File: src/rtl/flash_arb_pkg.sv
// Shared definitions for the flash bus arbiter.
// Contents: FSM state encoding, owner codes, parked-bus constants,
// and the watchdog counter width.
package flash_arb_pkg;

    typedef enum logic [1:0] {
        ST_IDLE    = 2'd0,
        ST_OWN_PFL = 2'd1,
        ST_OWN_FC  = 2'd2,
        ST_TURN    = 2'd3
    } arb_state_e;

    localparam logic [1:0]  OWNER_NONE = 2'b00;
    localparam logic [1:0]  OWNER_PFL  = 2'b01;
    localparam logic [1:0]  OWNER_FC   = 2'b10;

    // Parked bus: all strobes deasserted (active-low), address at zero.
    localparam logic        CTRL_IDLE  = 1'b1;
    localparam logic [31:0] ADDR_PARK  = 32'd0;

    localparam int          WD_W       = 24;

endpackage

File: src/rtl/flash_arb_wdog.sv
// Hold watchdog for the FC side of the flash bus.
// Ports:
//   clk, rst_n : clock and synchronous active-low reset
//   en         : count this cycle (FC owns the bus and PFL is waiting)
//   clr        : clear the count (has priority over en)
//   expire     : count has reached MAX
module flash_arb_wdog
    import flash_arb_pkg::*;
#(
    parameter logic [WD_W-1:0] MAX = {WD_W{1'b1}}
) (
    input  logic clk,
    input  logic rst_n,
    input  logic en,
    input  logic clr,
    output logic expire
);

    logic [WD_W-1:0] cnt_q, cnt_d;

    always_comb begin
        cnt_d = cnt_q;
        if (clr)     cnt_d = '0;
        else if (en) cnt_d = cnt_q + 1'b1;
    end

    always_ff @(posedge clk) begin
        if (!rst_n) cnt_q <= '0;
        else        cnt_q <= cnt_d;
    end

    assign expire = (cnt_q == MAX);

endmodule

File: src/rtl/flash_bus_arbiter.sv
// Arbitrates the shared parallel-flash bus between the PFL configuration
// engine and the user flash controller (FC), with a parked turnaround gap
// between owners and a watchdog that revokes an FC grant held too long
// while PFL is waiting.
// Ports:
//   clkin_max_100, sys_resetn        : clock, synchronous active-low reset
//   pfl_req/pfl_gnt, pfl_addr/cen/oen/wen, pfl_rdata : PFL side
//   fc_req/fc_gnt, fc_addr/cen/oen/wen, fc_wdata(_oe), fc_rdata : FC side
//   flash_a/cen/oen/wen, fsm_d_out/oe, fsm_d_in : flash pins / data tristate
//   owner       : 00 none, 01 PFL, 10 FC
//   timeout_err : sticky, set when the watchdog revokes the FC grant
module flash_bus_arbiter
    import flash_arb_pkg::*;
#(
    parameter int              ADDR_W   = 25,
    parameter int              DATA_W   = 16,
    parameter int              TURN_CYC = 4,
    parameter logic [WD_W-1:0] HOLD_MAX = 24'hFFFFFF
) (
    input  logic              clkin_max_100,
    input  logic              sys_resetn,
    input  logic              pfl_req,
    output logic              pfl_gnt,
    input  logic [ADDR_W-1:0] pfl_addr,
    input  logic              pfl_cen,
    input  logic              pfl_oen,
    input  logic              pfl_wen,
    output logic [DATA_W-1:0] pfl_rdata,
    input  logic              fc_req,
    output logic              fc_gnt,
    input  logic [ADDR_W-1:0] fc_addr,
    input  logic              fc_cen,
    input  logic              fc_oen,
    input  logic              fc_wen,
    input  logic [DATA_W-1:0] fc_wdata,
    input  logic              fc_wdata_oe,
    output logic [DATA_W-1:0] fc_rdata,
    output logic [ADDR_W-1:0] flash_a,
    output logic              flash_cen,
    output logic              flash_oen,
    output logic              flash_wen,
    output logic [DATA_W-1:0] fsm_d_out,
    output logic              fsm_d_oe,
    input  logic [DATA_W-1:0] fsm_d_in,
    output logic [1:0]        owner,
    output logic              timeout_err
);

    arb_state_e state_q, state_d;
    logic [3:0] turn_cnt_q, turn_cnt_d;
    logic       fc_armed_q, fc_armed_d;
    logic       timeout_q, timeout_d;
    logic       wd_en, wd_expire;

    // Count only while FC holds the bus and PFL is waiting; any other cycle
    // clears, which also guarantees a zero count on entering OWN_FC.
    assign wd_en = (state_q == ST_OWN_FC) && pfl_req;

    flash_arb_wdog #(.MAX(HOLD_MAX)) u_wdog (
        .clk    (clkin_max_100),
        .rst_n  (sys_resetn),
        .en     (wd_en),
        .clr    (!wd_en),
        .expire (wd_expire)
    );

    always_comb begin
        state_d    = state_q;
        turn_cnt_d = turn_cnt_q;
        timeout_d  = timeout_q;
        fc_armed_d = fc_armed_q;
        // A revoked FC must be seen idle before it may be granted again.
        if (!fc_req) fc_armed_d = 1'b1;
        case (state_q)
            ST_IDLE: begin
                if (pfl_req)                  state_d = ST_OWN_PFL;
                else if (fc_req && fc_armed_q) state_d = ST_OWN_FC;
            end
            ST_OWN_PFL: begin
                if (!pfl_req) begin
                    state_d    = ST_TURN;
                    turn_cnt_d = '0;
                end
            end
            ST_OWN_FC: begin
                if (wd_expire) begin
                    state_d    = ST_TURN;
                    turn_cnt_d = '0;
                    timeout_d  = 1'b1;
                    fc_armed_d = 1'b0;
                end else if (!fc_req) begin
                    state_d    = ST_TURN;
                    turn_cnt_d = '0;
                end
            end
            ST_TURN: begin
                if (turn_cnt_q == 4'(TURN_CYC - 1)) begin
                    state_d    = ST_IDLE;
                    turn_cnt_d = '0;
                end else begin
                    turn_cnt_d = turn_cnt_q + 1'b1;
                end
            end
            default: state_d = ST_IDLE;
        endcase
    end

    always_ff @(posedge clkin_max_100) begin
        if (!sys_resetn) begin
            state_q    <= ST_IDLE;
            turn_cnt_q <= '0;
            fc_armed_q <= 1'b1;
            timeout_q  <= 1'b0;
        end else begin
            state_q    <= state_d;
            turn_cnt_q <= turn_cnt_d;
            fc_armed_q <= fc_armed_d;
            timeout_q  <= timeout_d;
        end
    end

    // Pin mux keyed on registered state only, so a request edge can never
    // glitch the pins ahead of the grant.
    always_comb begin
        flash_a   = ADDR_PARK[ADDR_W-1:0];
        flash_cen = CTRL_IDLE;
        flash_oen = CTRL_IDLE;
        flash_wen = CTRL_IDLE;
        fsm_d_out = '0;
        fsm_d_oe  = 1'b0;
        owner     = OWNER_NONE;
        case (state_q)
            ST_OWN_PFL: begin
                flash_a   = pfl_addr;
                flash_cen = pfl_cen;
                flash_oen = pfl_oen;
                flash_wen = pfl_wen;
                owner     = OWNER_PFL;
            end
            ST_OWN_FC: begin
                flash_a   = fc_addr;
                flash_cen = fc_cen;
                flash_oen = fc_oen;
                flash_wen = fc_wen;
                fsm_d_out = fc_wdata;
                fsm_d_oe  = fc_wdata_oe;
                owner     = OWNER_FC;
            end
            default: ;
        endcase
    end

    assign pfl_gnt     = (state_q == ST_OWN_PFL);
    assign fc_gnt      = (state_q == ST_OWN_FC);
    assign pfl_rdata   = fsm_d_in;
    assign fc_rdata    = fsm_d_in;
    assign timeout_err = timeout_q;

endmodule

File: config.mk
export PLATFORM = sky130hd
export DESIGN_NAME = flash_bus_arbiter
export DESIGN_NICKNAME = d
export VERILOG_FILES = /design/src/rtl/flash_arb_pkg.sv /design/src/rtl/flash_arb_wdog.sv /design/src/rtl/flash_bus_arbiter.sv
export SDC_FILE = /design/constraint.sdc
export NUM_CORES = 1
export LEC_CHECK = 0
export ABC_AREA = 0
export BUFFER_PORTS_ARGS = -buffer_cell sky130_fd_sc_hd__buf_2
export CELL_PAD_IN_SITES_DETAIL_PLACEMENT = 1
export CELL_PAD_IN_SITES_GLOBAL_PLACEMENT = 1
export CORE_ASPECT_RATIO = 0.8
export CORE_MARGIN = 3
export CORE_UTILIZATION = 25
export CTS_CLUSTER_DIAMETER = 40
export DETAILED_ROUTE_END_ITERATION = 8
export PLACE_DENSITY = 0.77
export SYNTH_ARGS = -nofsm -noshare
export SYNTH_HDL_FRONTEND = slang
export SYNTH_HIERARCHICAL = 1
export SYNTH_SLANG_ARGS = --single-unit
export TNS_END_PERCENT = 1
File: constraint.sdc
create_clock -name clkin_max_100 -period 2.3 [get_ports clkin_max_100]
set_clock_uncertainty 0.2 [all_clocks]
set_input_delay 0.345 -clock clkin_max_100 [delete_from_list [all_inputs] [get_ports clkin_max_100]]
set_output_delay 0.345 -clock clkin_max_100 [all_outputs]
set_load 0.02 [all_outputs]
After elaboration in Yosys (flattened, before gate mapping)
Index checks and enable logic that the tools add are counted.
{ "totals": {"regBits": 32, "out_inout_bits": 82, "wordCells": 46} }
{ "op_classes": {"n_addsub": 2, "eq_ne": 9, "muxes": 22, "n_reduce_logical": 8} }
{ "ops": {"columns": ["operator", "n"], "rows": [
  ["25-bit one-hot mux with 2 select lines", 1],
  ["24-bit by 1-bit adder with 24-bit output (second input constant)", 1],
  ["24-bit == test (second input constant)", 1],
  ["16-bit 2-to-1 mux", 1],
  ["4-bit 2-to-1 mux", 4],
  ["2-bit 2-to-1 mux", 6],
  ["4-bit one-hot mux with 3 select lines", 1],
  ["2-bit one-hot mux with 4 select lines", 1],
  ["1-bit one-hot mux with 2 select lines", 3],
  ["4-bit by 1-bit adder with 4-bit output (second input constant)", 1],
  ["2-bit == test (second input constant)", 2],
  ["4-bit by 2-bit == test with 1-bit output (second input constant)", 1],
  ["1-bit 2-to-1 mux", 4],
  ["2-bit != test (second input constant)", 2],
  ["2-bit one-hot mux with 2 select lines", 1],
  ["2-bit AND reduction", 2],
  ["4-bit AND reduction", 1],
  ["3-bit by 2-bit != test with 1-bit output (second input constant)", 1],
  ["3-bit != test (second input constant)", 1],
  ["3-bit AND reduction", 1],
  ["3-bit nonzero test", 1],
  ["2-bit by 1-bit == test with 1-bit output (second input constant)", 1],
  ["1-bit logical AND", 2],
  ["2-bit logical NOT", 1]
]} }

Longest topological paths before layout
Gate-level depths: netlist (run 1).
{ "depth": {"ltp_word": 4, "depth_mapped": 10, "ltp_nobuf": 8} }

Cells and area by module
The synthesis (run 1) kept the hierarchy.
{ "modules_own_cells": {"columns": ["module", "n_inst", "cells_per_inst", "area_per_inst_um2", "seq_area_each_um2"], "rows": [
  ["flash_bus_arbiter", 1, 174, 1283.7, 160.2],
  ["flash_arb_wdog", 1, 130, 1122.3, 480.5]
]} }

Worst setup path after synthesis (run 1)
OpenSTA, ideal clock, no wires.
{ "synth_timing": {"path_kind": "register to register", "from": "reg u_wdog.cnt_q[11]", "to": "reg turn_cnt_q[2]", "setup_ns": 0.070, "arrival_time_ns": 2.266, "t_required_ns": 2.030, "slack_ns": -0.236, "path_stages_with_launch": 9, "path_buffers": 1, "period_less_slack_ns": 2.536, "path_cell_list": "dfxtp_1 > nand3_4 > or4_1 > buf_2 > nor3_1 > and3b_4 > a211o_4 > or3_1 > a21oi_1"} }
{ "synth_via": {"elab_chain_len": 3, "word_cells_on_any_way": 5} }
{ "synth_rtl": {"columns": ["item", "line", "text"], "rows": [
  ["start: declaration", "flash_arb_wdog.sv:19", "logic [WD_W-1:0] cnt_q, cnt_d;"],
  ["start signal: assignment", "flash_arb_wdog.sv:29", "else cnt_q <= cnt_d;"],
  ["24-bit == test *", "flash_arb_wdog.sv:32", "assign expire = (cnt_q == MAX);"],
  ["via wd_expire", "flash_bus_arbiter.sv:53", "logic wd_en, wd_expire;"],
  ["3-bit by 2-bit != test with 1-bit output (no source line) / 4-bit 2-to-1 mux (equally long branches)", null, null],
  ["3-bit AND reduction (no source line) / 4-bit one-hot mux with 3 select lines (equally long branches)", null, null],
  ["end signal: assignment", "flash_bus_arbiter.sv:116", "turn_cnt_q <= turn_cnt_d;"],
  ["end: declaration", "flash_bus_arbiter.sv:50", "logic [3:0] turn_cnt_q, turn_cnt_d;"]
]} }
Mark *: on every way through the listed nets, which the timed path passes. The rest lies on a longest branch.
A chain may end at the register's enable or synchronous reset.

Worst setup path in the final report (run 1)
Ends and elaborated chain as after synthesis.

==> results of run 1 <==
-- layout by cell type (no fill, tap or decap), types with 2 or more instances in the layout --
cell type	n
buf_2	126
a22oi_1	28
nor2b_1	27
buf_4	27
dfxtp_1	22
nand2_1	17
and2_1	17
nor2_1	15
a21oi_1	12
nand3_1	11
ha_1	8
dfxtp_2	8
o21ai_0	7
xnor2_1	7
nand4_1	6
xor2_1	6
nor4_1	5
or3_1	5
clkbuf_16	5
o31ai_1	5
or4_1	5
inv_1	4
nand2b_1	3
inv_2	2
o21a_1	2
mux2i_1	2
a21oi_2	2
clkbuf_1	2
buf_12	2
and3_1	2
or4b_1	2
dfxtp_4	2
-- worst register-to-register path, stage by stage (launching register included) --
cell and delay [ns]:
dfxtp_4 0.35, nand3_4 0.09, or4_4 0.56, nor3_4 0.14
and3b_4 0.23, a211o_4 0.28, or3_4 0.37, a21oi_2 0.12
-- final timing paths --
| path | to | startpoint | cells after the start |
|---|---|---|---|
| setup / recovery | turn_cnt_q[2] | u_wdog/cnt_q[11] | 7 |
| hold reg to reg | timeout_err | timeout_err | 1 |
| setup reg to reg | turn_cnt_q[2] | u_wdog/cnt_q[11] | 7 |
| hold / removal | fc_armed_q | sys_resetn | 2 |
-- area by class of cell --
cell class	count	share of cell area, %
Multi-Input combinational cell	215	44.7
Clock buffer	7	3.99
Timing Repair Buffer	155	26.3
Tap cell	115	4.33
Clock inverter	1	0.151
Sequential cell	32	19.8
Inverter	6	0.678
-- registers in the layout, summed over array words and instances, names as in the netlist --
register and flops:
u_wdog/cnt_q 24, turn_cnt_q 4, state_q 2, fc_armed_q 1
timeout_err 1
-- kinds of logic after synthesis --
family | count (synthesis) | synth area share [%]
adder cells (fa/ha/maj) | 9 | 4.68
AND/OR/NAND/NOR | 128 | 30.9
flip-flops | 32 | 26.6
multiplexers | 2 | 0.832
XOR/XNOR | 13 | 4.73
buffers and inverters | 57 | 14.1
AO/OA/AOI/OAI | 63 | 18.1
-- report_power, final --
| part | internal (mW) | switching, mW | leakage, nW | total, mW |
|---|---|---|---|---|
| clock | 0.399 | 0.230 | 0.0679 | 0.629 |
| sequential | 0.569 | 0.0182 | 0.264 | 0.587 |
| combinational | 0.615 | 0.851 | 1.12 | 1.47 |
| total | 1.58 | 1.10 | 1.46 | 2.68 |
-- layer usage --
| metal | wire, um | share of wire (%) | vias to the layer above | track usage, % |
|---|---|---|---|---|
| met5 | 0 | 0 | - | 0 |
| met4 | 142 | 1.7 | 0 | 5.02 |
| met3 | 419 | 5.1 | 14 | 3.22 |
| met2 | 4210 | 52 | 82 | 26.3 |
| met1 | 3390 | 42 | 1244 | 17.6 |
| li1 | - | - | 1262 | - |
-- stage by stage --
step	worst slack (ns)	power [mW]
3_3_place_gp	-0.0546	1.99
6_report	-0.108	2.68
4_1_cts	-0.131	2.69
3_5_place_dp	-0.130	2.03
5_1_grt	-0.187	2.85
2_1_floorplan	-0.111	1.62
-- timing repair --
| item | 4_1_cts | 5_1_grt |
|---|---|---|
| endpoints found under the hold margin | 0 | 0 |
| cloned | 0 | 0 |
| setup endpoints to repair | 34 | 43 |
| gates resized for setup | 5 | 11 |
| buffers inserted | 1 | 0 |
| pin swaps | 1 | 1 |
==> impl_metrics.tcl, run 1 <==
set metrics [dict create \
    status "finished, violations left" \
    violations "negative setup slack" \
    tns_ns -0.221 \
    synth_top_area_share_pct 26.6 \
    synth_edf_count 0 \
    num_antenna_cells 0 \
    synth_ff_type "dfxtp_1" \
    fin_area_um2 3320 \
    cp_top_family "simple AND/OR/NAND/NOR gates" \
    fin_crit_sh_pct 105 \
    nFillCells 1106 \
    drv_slew 0 \
    fmax_mhz 415 \
    syn_to_final_growth_pct 38.1 \
    crit_fanout 4 \
    synth_cells 304 \
    yosysSeqAreaShare_pct 26.6 \
    synth_warnings 6 \
    wirelength_um 8170 \
    vias 2602 \
    root_buffer "clkbuf_16" \
    register_area_um2 658 \
    drc 0 \
    drt.antenna.violating_nets 0 \
    antenna_found_initial 0 \
    critPathCaptureType "register" \
    finalSetupViolCount 4 \
    hpwlAfterDp_um 6170 \
    r2r_setup_slack_ns -0.11 \
    cts_buffer_depth 2 \
    tightest_slew_ns 0.515 \
    gr-usage-all-layers_pct 14.8 \
    fin_cells 531 \
    cts_tree "yes" \
    die_area_um2 10800 \
    grt_overflow 0 \
    irDropWorstVdd_v 0.000294 \
    grt_pass1_vias 2753 \
    rsz0062_at_grt "true" \
    drv_cap 0 \
    fin_ws_ns -0.108 \
    core-area_um2 9190 \
    ys_async_sr_fraction_pct 0 \
    ios 175 \
    postLayoutCoreUtil_pct 36.1 \
    drive_gt1_share_pct 45.4 \
    synthTopCellsByCount "buf_4 (33), dfxtp_1 (32), a22oi_1 (28), nor2b_1 (27), nand2_1 (19)" \
    crit_slowest_cell "or4_4" \
    clk_latency_ns 0.28 \
    multi_input_area_um2 1490 \
    synthesis.area_um2 2410 \
    wl_per_cell_um 15.4 \
    drt-initial-drc-count 94 \
    path_clk_slew_ns 0.05 \
    place_congestion 0.774 \
    hold_buffers 0 \
    cellLeakagePower_nw 1.46 \
    maxSlewHeadroom_pct 65.3 \
    port_buffers 126 \
    synth_area_leader_cell "dfxtp_1" \
    die_x_um 116 \
    die_h_um 93.7 \
    hold_slack_ns 0.163 \
    period_needed_ns 2.41 \
    start_util_pct 26.2 \
    numCtsBuffers 5 \
    grt_max_degree 30 \
    htreeDepth 2 \
    worst-endpoint-arrival_ns 2.42 \
    path_cells "nand3_4 > or4_4 > nor3_4 > and3b_4 > a211o_4 > or3_4 > a21oi_2" \
    dpl_cell_area_um2 3120 \
    dp.cells 522 \
    start_kind "register" \
    drt-pass1-iter-count 4 \
    synth_cell_types 42 \
    clock-sinks 32 \
    ys_ff_latch 32 \
    hold_viol 0 \
    fin_nets 517 \
    cp.buffers_inverters 0 \
    worstPathRequired_ns 2.32 \
    synth_fp_nets 406 \
    row_count 31 \
    syn_area_per_cell_um2 7.91 \
    hold_class "in2reg" \
    synth_most_common_cell "buf_4" \
    p_per_area_nw_per_um2 807 \
    grt_first_pass_wirelength_um 13300 \
    critical_path_class "reg2reg" \
    vias_per_cell 4.90 \
    critical_path.max_stage_delay_ns 0.56 \
    synth_area_leaders "dfxtp_1 (27%), buf_4 (10%), a22oi_1 (8.7%)" \
]
(Power assumes the default switching activity.)
==> run 2: changes to the inputs <==
--- a/config.mk
+++ b/config.mk
@@ -7,6 +7,7 @@
 export LEC_CHECK = 0
 export ABC_AREA = 0
 export BUFFER_PORTS_ARGS = -buffer_cell sky130_fd_sc_hd__buf_2
+export CAP_MARGIN = 20
 export CELL_PAD_IN_SITES_DETAIL_PLACEMENT = 1
 export CELL_PAD_IN_SITES_GLOBAL_PLACEMENT = 1
 export CORE_ASPECT_RATIO = 0.8
@@ -14,7 +15,9 @@
 export CORE_UTILIZATION = 25
 export CTS_CLUSTER_DIAMETER = 40
 export DETAILED_ROUTE_END_ITERATION = 8
+export GPL_TIMING_DRIVEN = 1
 export PLACE_DENSITY = 0.77
+export SKIP_LAST_GASP = 1
 export SYNTH_ARGS = -nofsm -noshare
 export SYNTH_HDL_FRONTEND = slang
 export SYNTH_HIERARCHICAL = 1
==> run 2 against run 1 <==
  * The run still ends with negative setup slack left
  * Wire length is 0.40% higher
  * First-iteration DRC count fell by 7.4%
  * Via count is essentially flat
  * Combinational power is essentially flat
  * Power is 0.22% lower
  * Largest cell class unchanged
==> impl_metrics.tcl, run 2 (synthesis gave the netlist of run 1 again) <==
set metrics [dict create \
    status "finished, violations left" \
    violations "negative setup slack" \
    irDropWorstVdd_v 0.000294 \
    tightest_slew_ns 0.513 \
    period_needed_ns 2.41 \
    start_kind "register" \
    finalSetupViolCount 33 \
    critical_path_class "reg2reg" \
    core-area_um2 9190 \
    antenna_found_initial 0 \
    multi_input_area_um2 1470 \
    p_per_area_nw_per_um2 811 \
    dpl_cell_area_um2 3120 \
    top_regs "u_wdog/cnt_q x24, turn_cnt_q x4, state_q x2" \
    vias 2604 \
    die_area_um2 10800 \
    nFillCells 1109 \
    path_clk_slew_ns 0.05 \
    wirelength_um 8200 \
    drt-pass1-iter-count 4 \
    largest_reg_flops 24 \
    reg2reg_to "turn_cnt_q[2]" \
    regMostFlops "u_wdog/cnt_q" \
    fin_ws_ns -0.111 \
    critPathCaptureType "register" \
    cp.buffers_inverters 0 \
    register_area_um2 657 \
    crit_slowest_cell "or4_4" \
    htreeDepth 2 \
    clk_latency_ns 0.28 \
    rsz0062_at_grt "true" \
    num_antenna_cells 0 \
    vias_per_cell 4.90 \
    drc 0 \
    syn_to_final_growth_pct 37.2 \
    hold_path_depth 2 \
    root_buffer "clkbuf_16" \
    critical_path.max_stage_delay_ns 0.56 \
    die_h_um 93.7 \
    r2r_setup_slack_ns -0.11 \
    die_x_um 116 \
    numCtsBuffers 5 \
    worst-endpoint-arrival_ns 2.42 \
    maxSlewHeadroom_pct 65.4 \
    gr-usage-all-layers_pct 14.8 \
    grt_overflow 0 \
    fin_nets 517 \
    drt-initial-drc-count 87 \
    ios 175 \
    grt_max_degree 30 \
    hold_class "in2reg" \
    drv_cap 0 \
    cp_top_family "simple AND/OR/NAND/NOR gates" \
    hold_viol 0 \
    hpwlAfterDp_um 6170 \
    mostFrequentLayoutCell "buf_2" \
    worstPathRequired_ns 2.31 \
    cellLeakagePower_nw 1.44 \
    wl_per_cell_um 15.4 \
    drv_slew 0 \
    holdCritStartpoint "sys_resetn" \
    grt_first_pass_wirelength_um 13300 \
    port_buffers 126 \
    path_cells "nand3_4 > or4_4 > nor3_4 > and3b_4 > a211o_4 > or3_1 > a21oi_1" \
    fin_area_um2 3300 \
    reg2reg_depth 7 \
    fmax_mhz 415 \
    drt.antenna.violating_nets 0 \
    crit_fanout 4 \
    regToRegStartpoint "u_wdog/cnt_q[12]" \
    clock-sinks 32 \
    hold_path_end "fc_armed_q" \
    grt_pass1_vias 2750 \
    start_util_pct 26.2 \
    place_ws_ns -0.130 \
    cts_tree "yes" \
    fin_crit_sh_pct 105 \
    drive_gt1_share_pct 43.8 \
    place_congestion 0.774 \
    cts_buffer_depth 2 \
    mostFrequentLayoutCells "buf_2 (126), a22oi_1 (28), nor2b_1 (27), buf_4 (27), dfxtp_1 (23)" \
    row_count 31 \
]
run 2: cell counts in the layout (fill, tap and decap cells not counted):
No cell type changed its count.
run 2: worst max path at each step:
stage | start | to | cells past startpoint | slack, ns
floorplan | u_wdog/cnt_q[12] | turn_cnt_q[2] | 8 | -0.11
global placement | u_wdog/cnt_q[12] | turn_cnt_q[2] | 7 | -0.05
detailed placement | state_q[0] | flash_a[1] | 5 | -0.13
CTS | u_wdog/cnt_q[11] | turn_cnt_q[2] | 7 | -0.13
global route | state_q[0] | u_wdog/cnt_q[19] | 8 | -0.22
finish | u_wdog/cnt_q[12] | turn_cnt_q[2] | 7 | -0.11
run 2: per-layer routing:
metal  global-route usage, %  vias to the layer above  part of all wire, %
li1                        -                     1261                    -
met5                       0                        -                    0
met2                    26.3                       76                   51
met1                    17.6                     1253                   42
met4                    5.02                        0                  1.7
met3                    3.22                       14                  4.7
run 2: where the power goes:
group	switching, mW	internal [mW]	total, mW
clock network	0.229	0.399	0.628
registers	0.0171	0.568	0.585
logic	0.850	0.614	1.46
total	1.10	1.58	2.68
run 2: cell type report:
cell class	instances	share of cell area, %
clock buffer	7	4.02
clock inverter	1	0.152
inverter	6	0.682
multi-input combinational	215	44.4
tap	115	4.36
sequential	32	19.9
timing repair buffer	155	26.5
run 2: per-stage QoR:
step	utilization, %	cells	TNS, ns	hold slack (ns)	total power, mW
floorplan	-	304	-0.528	0.221	1.62
global placement	33.9	522	-0.0660	0.251	1.99
detailed placement	33.9	522	-1.40	0.259	2.03
CTS	35.7	531	-0.770	0.166	2.69
global route	35.9	531	-6.07	0.155	2.85
finish	35.9	531	-1.04	0.164	2.68
run 2: repair_timing:
| item | CTS | global route |
|---|---|---|
| gates resized for setup | 4 | 3 |
| buffers inserted | 1 | 0 |
| hold buffers | 0 | 0 |
| setup endpoints to repair | 34 | 44 |
==> run 3: changes to the inputs <==
--- a/config.mk
+++ b/config.mk
@@ -10,7 +10,6 @@
 export CAP_MARGIN = 20
 export CELL_PAD_IN_SITES_DETAIL_PLACEMENT = 1
 export CELL_PAD_IN_SITES_GLOBAL_PLACEMENT = 1
-export CORE_ASPECT_RATIO = 0.8
 export CORE_MARGIN = 3
 export CORE_UTILIZATION = 25
 export CTS_CLUSTER_DIAMETER = 40
==> run 3 against run 2 <==
  * The run still ends with negative setup slack left
  * Maximum frequency shrank 1.3%
  * Largest cell class unchanged
  * Critical path depth is the same
  * Setup slack lost 0.031 ns
  * Highest routed layer unchanged
==> impl_metrics.tcl, run 3 (synthesis gave the netlist of run 1 again) <==
set metrics [dict create \
    status "finished, violations left" \
    violations "negative setup slack" \
    mostFrequentLayoutCell "buf_2" \
    cellLeakagePower_nw 1.40 \
    critPathCaptureType "register" \
    fin_ws_ns -0.142 \
    period_needed_ns 2.44 \
    vias_per_cell 4.76 \
    ios 175 \
    wirelength_um 8020 \
    htreeDepth 2 \
    hold_buffers 0 \
    fin_nets 518 \
    drive_gt1_share_pct 43.9 \
    die_x_um 104 \
    antenna_found_initial 0 \
    hpwlAfterDp_um 6510 \
    drt.antenna.violating_nets 0 \
    cts_tree "yes" \
    crit_fanout 7 \
    drt-initial-drc-count 119 \
    drt-pass1-iter-count 4 \
    wl_per_cell_um 14.7 \
    num_antenna_cells 0 \
    fin_cells 546 \
    numCtsBuffers 5 \
    die_area_um2 10800 \
    worstPathRequired_ns 2.31 \
    syn_to_final_growth_pct 34.7 \
    path_cells "nand4_1 > or4_4 > nor3_2 > and3b_4 > a211o_4 > or3_1 > a21oi_1" \
    hold_viol 0 \
    clock-sinks 32 \
    place_congestion 0.760 \
    drv_slew 0 \
    tightest_slew_ns 0.531 \
    path_clk_slew_ns 0.07 \
    core-area_um2 9280 \
    cts_buffer_depth 2 \
    finalSetupViolCount 23 \
    critical_path_class "reg2reg" \
    finalPower_mw 2.47 \
    postLayoutCoreUtil_pct 34.9 \
    cp_top_family "simple AND/OR/NAND/NOR gates" \
    worst-endpoint-arrival_ns 2.45 \
    start_util_pct 25.9 \
    irDropWorstVdd_v 0.000293 \
    maxSlewHeadroom_pct 64.2 \
    start_kind "register" \
    p_per_area_nw_per_um2 761 \
    regMostFlops "u_wdog/cnt_q" \
    cp.buffers_inverters 0 \
    row_count 35 \
    crit_slowest_cell "or4_4" \
    die_h_um 104 \
    clk_latency_ns 0.28 \
    grt_max_degree 31 \
    cts_setup_buffers 0 \
    critical_path.max_stage_delay_ns 0.57 \
    top_regs "u_wdog/cnt_q x24, turn_cnt_q x4, state_q x2" \
    grt_first_pass_wirelength_um 13000 \
    gr-usage-all-layers_pct 14.1 \
    fin_crit_sh_pct 106 \
    hold_class "in2reg" \
    mostFrequentLayoutCells "buf_2 (126), buf_4 (29), a22oi_1 (28), nor2b_1 (27), dfxtp_1 (23)" \
    grt_overflow 0 \
    drv_cap 0 \
    root_buffer "clkbuf_8" \
    dp.cells 538 \
    drc 0 \
    vias 2600 \
    grt_pass1_vias 2715 \
    fmax_mhz 410 \
    port_buffers 126 \
    rsz0062_at_grt "true" \
    largest_reg_flops 24 \
]
==> run 3: where the power goes <==
group	internal [mW]	switching (mW)	leakage [nW]
Clock	0.239	0.206	0.0510
Sequential	0.568	0.0173	0.263
Combinational	0.587	0.850	1.09
Total	1.39	1.07	1.40
==> run 3: timing repair <==
item                                   CTS  global route
endpoints found under the hold margin    0             0
setup endpoints to repair               29            36
resized for setup                        1             1
==> run 3: layout make-up <==
class | instances | area (um^2)
fill | 1190 | 6040
multi-input combinational | 215 | 1440
timing repair buffer | 156 | 868
sequential | 32 | 654
tap | 129 | 161
clock buffer | 6 | 82.6
inverter | 6 | 22.5
clock inverter | 2 | 10.0
==> run 3: worst paths after layout <==
path,slack (ns),end,startpoint,cells after the start
worst max-delay path,-0.14,turn_cnt_q[2],u_wdog/cnt_q[20],7
worst min register to register,0.29,timeout_err,timeout_err,1
worst max register to register,-0.14,turn_cnt_q[2],u_wdog/cnt_q[20],7
worst min-delay path,0.13,fc_armed_q,sys_resetn,2
==> run 3: metrics by stage <==
step | hold WS (ns) | TNS [ns] | instance area [um^2] | setup slack, ns
floorplan | 0.221 | -0.528 | 2440 | -0.111
global placement | 0.251 | -0.143 | 3140 | -0.0666
detailed placement | 0.274 | -0.602 | 3140 | -0.161
CTS | 0.120 | -1.08 | 3240 | -0.172
global route | 0.134 | -5.15 | 3240 | -0.256
finish | 0.130 | -0.821 | 3240 | -0.142
==> run 3: per-layer routing <==
metal | track usage [%] | share of wire (%) | vias to the layer above
met4 | 6.08 | 2.6 | 0
met5 | 0 | 0 | -
met3 | 2.48 | 4.6 | 22
li1 | - | - | 1259
met2 | 26.9 | 54 | 62
met1 | 15.2 | 39 | 1257
